File: src/rtl/uart_apb_csr.sv
// uart_apb_csr: APB register block for the UART with TX/RX FIFOs, busy handshake to the TX engine,
// sticky write-1-to-clear error flags, FIFO flush, fill-level readback and one maskable level IRQ.
module uart_apb_csr #(
  parameter int                FIFO_DEPTH = 16,
  parameter int                BAUD_W     = 16,
  parameter logic [BAUD_W-1:0] BAUD_RST   = '0
) (
  input  logic              pClk,
  input  logic              pReset,
  input  logic              pSel,
  input  logic              pEnable,
  input  logic              pWrite,
  input  logic [7:0]        pAddr,
  input  logic [31:0]       pWdata,
  output logic [31:0]       pRdata,
  input  logic              TxDone,
  input  logic              RxDone,
  input  logic [7:0]        RxData,
  input  logic              RxStopBit,
  input  logic              RxParityErr,
  output logic              TxStart,
  output logic [7:0]        TxData,
  output logic [BAUD_W-1:0] BaudDiv,
  output logic [4:0]        Cfg,
  output logic              IRQ
);
  localparam int AW = $clog2(FIFO_DEPTH);
  localparam int CW = AW + 1;
  localparam logic [CW-1:0] FULL = CW'(FIFO_DEPTH);

  logic [7:0]        tx_mem [FIFO_DEPTH];
  logic [7:0]        rx_mem [FIFO_DEPTH];
  logic [AW-1:0]     tx_wp_q, tx_wp_d, tx_rp_q, tx_rp_d, rx_wp_q, rx_wp_d, rx_rp_q, rx_rp_d;
  logic [CW-1:0]     tx_cnt_q, tx_cnt_d, rx_cnt_q, rx_cnt_d;
  logic [9:0]        ctrl_q, ctrl_d;
  logic [BAUD_W-1:0] baud_q, baud_d;
  logic [3:0]        err_q, err_d, err_set, err_clr;
  logic [7:0]        txdata_q, txdata_d;
  logic              busy_q, busy_d, irq_q, irq_d;
  logic              wr, rd, wr_ctrl, tx_flush, rx_flush, tx_pop, tx_push, rx_pop, rx_push;
  logic              tx_full, rx_full, tx_empty, rx_ne, rx_req, tx_req;
  logic [8:0]        status;
  logic              unused;

  assign wr       = pSel & pEnable & pWrite;
  assign rd       = pSel & pEnable & ~pWrite;
  assign wr_ctrl  = wr & (pAddr == 8'h0C);
  assign tx_full  = tx_cnt_q == FULL;
  assign rx_full  = rx_cnt_q == FULL;
  assign tx_empty = tx_cnt_q == '0;
  assign rx_ne    = rx_cnt_q != '0;
  assign tx_flush = wr_ctrl & pWdata[10];
  assign rx_flush = wr_ctrl & pWdata[11];
  assign tx_req   = wr & (pAddr == 8'h00);
  assign rx_req   = RxDone & ctrl_q[1];
  // A pop in the same cycle frees the slot, so a full FIFO still accepts the push.
  assign tx_pop   = ctrl_q[0] & ~busy_q & ~tx_empty & ~tx_flush;
  assign tx_push  = tx_req & (~tx_full | tx_pop) & ~tx_flush;
  assign rx_pop   = rd & (pAddr == 8'h04) & rx_ne;
  assign rx_push  = rx_req & (~rx_full | rx_pop) & ~rx_flush;
  assign err_set  = {tx_req & tx_full & ~tx_pop & ~tx_flush,
                     rx_req & rx_full & ~rx_pop & ~rx_flush,
                     rx_push & RxParityErr,
                     rx_push & ~RxStopBit};
  assign err_clr  = (wr & (pAddr == 8'h10)) ? pWdata[7:4] : 4'b0;
  assign status   = {busy_q, err_q, rx_full, tx_full, tx_empty & ~busy_q, rx_ne};
  assign unused   = ^pWdata[31:12];

  always_comb begin
    tx_wp_d  = tx_flush ? '0 : tx_wp_q + AW'(tx_push);
    tx_rp_d  = tx_flush ? '0 : tx_rp_q + AW'(tx_pop);
    tx_cnt_d = tx_flush ? '0 : tx_cnt_q + CW'(tx_push) - CW'(tx_pop);
    rx_wp_d  = rx_flush ? '0 : rx_wp_q + AW'(rx_push);
    rx_rp_d  = rx_flush ? '0 : rx_rp_q + AW'(rx_pop);
    rx_cnt_d = rx_flush ? '0 : rx_cnt_q + CW'(rx_push) - CW'(rx_pop);
    busy_d   = tx_pop | (busy_q & ~TxDone);
    txdata_d = tx_pop ? tx_mem[tx_rp_q] : txdata_q;
    ctrl_d   = wr_ctrl ? pWdata[9:0] : ctrl_q;
    baud_d   = (wr & (pAddr == 8'h08)) ? pWdata[BAUD_W-1:0] : baud_q;
    err_d    = (err_q & ~err_clr) | err_set;
    irq_d    = (ctrl_q[2] & tx_empty) | (ctrl_q[3] & rx_ne) | (ctrl_q[4] & |err_q);
  end

  always_comb begin
    pRdata = '0;
    if (rd)
      pRdata = (pAddr == 8'h04) ? {24'b0, rx_ne ? rx_mem[rx_rp_q] : 8'h00} :
               (pAddr == 8'h08) ? 32'(baud_q) :
               (pAddr == 8'h0C) ? {22'b0, ctrl_q} :
               (pAddr == 8'h10) ? {23'b0, status} :
               (pAddr == 8'h14) ? {8'b0, 8'(tx_cnt_q), 8'b0, 8'(rx_cnt_q)} : 32'b0;
  end

  always_ff @(posedge pClk or negedge pReset) begin
    if (!pReset) begin
      tx_wp_q  <= '0;
      tx_rp_q  <= '0;
      tx_cnt_q <= '0;
      rx_wp_q  <= '0;
      rx_rp_q  <= '0;
      rx_cnt_q <= '0;
      busy_q   <= 1'b0;
      txdata_q <= '0;
      ctrl_q   <= '0;
      baud_q   <= BAUD_RST;
      err_q    <= '0;
      irq_q    <= 1'b0;
    end else begin
      tx_wp_q  <= tx_wp_d;
      tx_rp_q  <= tx_rp_d;
      tx_cnt_q <= tx_cnt_d;
      rx_wp_q  <= rx_wp_d;
      rx_rp_q  <= rx_rp_d;
      rx_cnt_q <= rx_cnt_d;
      busy_q   <= busy_d;
      txdata_q <= txdata_d;
      ctrl_q   <= ctrl_d;
      baud_q   <= baud_d;
      err_q    <= err_d;
      irq_q    <= irq_d;
    end
  end

  // Storage needs no reset: the counts alone decide which entries are live.
  always_ff @(posedge pClk) begin
    if (tx_push) tx_mem[tx_wp_q] <= pWdata[7:0];
    if (rx_push) rx_mem[rx_wp_q] <= RxData;
  end

  assign TxStart = tx_pop;
  assign TxData  = txdata_q;
  assign BaudDiv = baud_q;
  assign Cfg     = ctrl_q[9:5];
  assign IRQ     = irq_q;
endmodule

File: config.mk
export PLATFORM = sky130hd
export DESIGN_NAME = uart_apb_csr
export DESIGN_NICKNAME = d
export VERILOG_FILES = /design/src/rtl/uart_apb_csr.sv
export SDC_FILE = /design/constraint.sdc
export NUM_CORES = 1
export LEC_CHECK = 0
export BUFFER_PORTS_ARGS = -buffer_cell sky130_fd_sc_hd__buf_2
export CAP_MARGIN = 20
export CORE_MARGIN = 4
export CORE_UTILIZATION = 47
export CTS_CLUSTER_DIAMETER = 30
export DETAILED_ROUTE_END_ITERATION = 12
export GPL_TIMING_DRIVEN = 0
export MAX_ROUTING_LAYER = met4
export PLACE_DENSITY = 0.65
export SLEW_MARGIN = 20
export SYNTH_ARGS = -nofsm -noshare
export SYNTH_HDL_FRONTEND = slang
export SYNTH_SLANG_ARGS = --single-unit
File: constraint.sdc
create_clock -name pClk -period 3.8 [get_ports pClk]
set_input_delay 0.38 -clock pClk [delete_from_list [all_inputs] [get_ports pClk]]
set_output_delay 0.38 -clock pClk [all_outputs]
set_load 0.005 [all_outputs]
==> key figures <==
Floorplanning
  • Die width: 179 µm
  • Area of the core: 28,900 µm²
  • I/O pin total: 120
  • Row count: 62
  • Initial core utilization: 47.8%
  • Die H: 179 µm
  • Die area: 32,200 µm²

Worst hold path
  • Hold_sp: pWdata[15]
  • Worst Hold Class: primary input to flop
  • Worst hold path depth: 2
  • Hold-critical path endpoint: BaudDiv[15]$_DFFE_PN0P_

Drt
  • Drt first pass iters: 5
  • Vias/cell: 5.69
  • Routed via count: 8,285
  • Initial drt markers: 702
  • Number of remaining DRC errors: 0
  • Avg WL per Cell: 22.4 µm
  • Routed Antenna Nets: 0
  • DRT Wirelength: 32.7 mm

Pwr
  • Max IR drop VDD: 399 µV
  • Lkg Pwr: 0.00656 µW
  • Power Dens Cells: 632 nW/µm²

Setup path
  • Worst setup startpoint: rx_rp_q[1]$_DFF_PN0_
  • Worst path cell trace: clkbuf_1 > clkbuf_1 > mux4_2 > a22o_1 > o21ai_0 > a21oi_1 > buf_2
  • Slowest-stage cell, CP: clkbuf_1
  • FF-to-FF setup slack: 0.21 ns
  • Reg-to-Reg End: tx_cnt_q[4]$_DFF_PN0_
  • FF-to-FF path depth: 16
  • Crit-path max cell delay: 0.58 ns
  • Crit Path Max Fanout: 10
  • CP Capture Type: output port
  • Critical path arrival: 3.27 ns
  • Reg2reg start: tx_cnt_q[2]$_DFF_PN0_
  • WS Path Type: flop to output port
  • Worst EP required: 3.42 ns
  • Crit path launch type: flop
  • Most used cell, CP: clkbuf_1

Clock tree
  • CTS H-tree depth: 3
  • Clock Latency Late Sink: 0.55 ns
  • Clock Tree Root: clkbuf_16
  • Total CTS buffers: 69
  • Clk sink count: 322
  • CTS tree: built
  • Setup bufs post-CTS: 0
  • Clock Tree Buf Depth: 3
  • Clock Pin Slew Worst Setup and Hold Paths: 0.04 ns

STA
  • Peak Freq: 274 MHz
  • Worst clock skew: 0.0142 ns
  • Worst Max-Slew Pin Slew: 0.983 ns
  • Max transition margin: 33.9%
  • Hold Slack: 0.0717 ns
  • Min Tclk post-route: 3.65 ns
  • Max-slew violations: 0
  • Post-route clock period utilization: 95.9%
  • Final Hold Viols: 0
  • Final setup vio count: 0
  • Unrepaired setup endpoints after global routing: no

Placed design
  • DP Wirelength: 21.5 mm
  • Gpl congestion: 0.856
  • Placed Cells: 1,328
  • Port bufs: 92

Logic synthesis
  • Number of warnings issued by yosys: 0
  • Synth Register Bits: 322
  • Mean Syn Cell Area: 16.7 µm²
  • Yosys cell types: 63
  • Cells after Synth: 825
  • Ys flop type: edfxtp_1
  • Post-synthesis cell area: 13,800 µm²
  • Fraction of registers with async set/reset: 20.5%
  • Seq/Total Area, Yosys: 67.7%
  • Area share of the leading cell type in the synthesized netlist: 55.7%
  • Top area cells in the synthesized netlist: edfxtp_1, dfrtp_1, mux4_2
  • Post-synth EDFFs: 256
  • Largest area contributor in the netlist: edfxtp_1

GRT
  • Overflow after GRT: 0
  • Largest net degree at the start of global routing: 47
  • Vias in the first global route: 8,429
  • GR Util All Layers: 21.1%
  • Antenna violations before repair: 1
  • First-pass GRT wire length: 49.4 mm

Status
  • Status: finished, final reports clean

Layout
  • Fin nets: 1,093
  • Commonest cells after routing, fill and taps aside: edfxtp_1, buf_2, clkbuf_16, dfrtp_1, mux4_2
  • Share of cells above drive strength 1: 36.5%
  • Finished Layout Cells: 1,456
  • Area Growth Syn to Fin: 26.9%
  • Commonest non-fill, non-tap cell in the layout: edfxtp_1

Run
  • # Max-Cap Violations: 0
-- metal layers --
| layer | part of all wire (%) | track usage, % |
|---|---|---|
| met1 | 41 | 27.7 |
| met2 | 50 | 33.4 |
| met3 | 6.7 | 4.51 |
| met4 | 2.2 | 6.76 |
| met5 | 0 | - |
-- critical path: cells and delay by family (launching register included) --
kind            cells  cell delay, ns
mux                 1            0.41
buf+inv             3            1.10
flops               1            0.35
compound gates      3            0.87
-- per-stage QoR --
stage                     power [µW]  util [%]  setup slack, ns  TNS [ns]  cell area, µm²
after floorplan                 4720         -            0.553         0           13800
after global placement          5020      51.2           -0.159     -5.05           14800
after detailed placement        5060      52.2           -0.203    -0.203           15100
after CTS                      11100      60.6            0.104         0           17500
after global routing           11500      60.7           0.0312         0           17500
final                          11100      60.7            0.154         0           17500
-- how the worst max path moves through the flow --
| stage | to | depth (start not counted) | slack, ns |
|---|---|---|---|
| after floorplan | rx_cnt_q[4]$_DFF_PN0_ | 13 | 0.55 |
| after global placement | tx_mem[14][2]$_DFFE_PP_ | 7 | -0.16 |
| after detailed placement | tx_cnt_q[4]$_DFF_PN0_ | 15 | -0.20 |
| after CTS | pRdata[7] | 7 | 0.10 |
| after global routing | pRdata[6] | 7 | 0.03 |
| final | pRdata[6] | 7 | 0.15 |
-- power by group --
group / switching, µW / internal (µW) / total (µW)
logic: 524 / 470 / 993
registers: 112 / 3910 / 4030
clock network: 1880 / 4170 / 6050
total: 2510 / 8550 / 11100
-- synth_stat cells, types with 19 or more instances --
cell type / n
dfrtp_1: 66
and2_1: 28
mux4_2: 59
clkbuf_1: 24
nor2_1: 24
edfxtp_1: 256
mux2_2: 26
nand3_1: 19
nand2_1: 23
a21oi_1: 32
buf_4: 20
ha_1: 20
-- state kept, by name, summed over array words and instances (netlist names), 5 cells and up --
name / flops
rx_cnt_q: 5
ctrl_q: 10
tx_cnt_q: 5
BaudDiv: 16
TxData: 8
tx_mem: 128
rx_mem: 128
-- what timing repair did --
item | 4_1_cts | 5_1_grt
setup endpoints to repair | 1 | 5
gates resized for setup | 2 | 4
hold buffers | 1 | 0
hold endpoints to repair | 20 | 0
-- final cells by class --
cell class / instances / area (µm²)
diodes: 1 / 2.50
clock buffers: 89 / 1950
fillers: 2149 / 11400
multi-input cells: 439 / 4290
repair buffers: 110 / 611
plain buffers: 55 / 313
well taps: 384 / 480
flip-flops and latches: 322 / 9340
inverters: 17 / 63.8
clock inverters: 39 / 453
-- cells by family (layout without fill, tap and decap cells) --
logic type               count (synthesis)  in the layout  synth area share [%]
AO/OA/AOI/OAI                          106            106                  5.34
adder cells (fa/ha/maj)                 22             22                  2.10
AND/OR/NAND/NOR                        189            189                  8.57
flip-flops                             322            322                  67.7
other                                    1             12                0.0272
buffers and inverters                   74            310                  2.75
multiplexers                            98             98                  12.7
XOR/XNOR                                13             13                 0.825
Note: power is estimated with default switching activity, not from simulation.
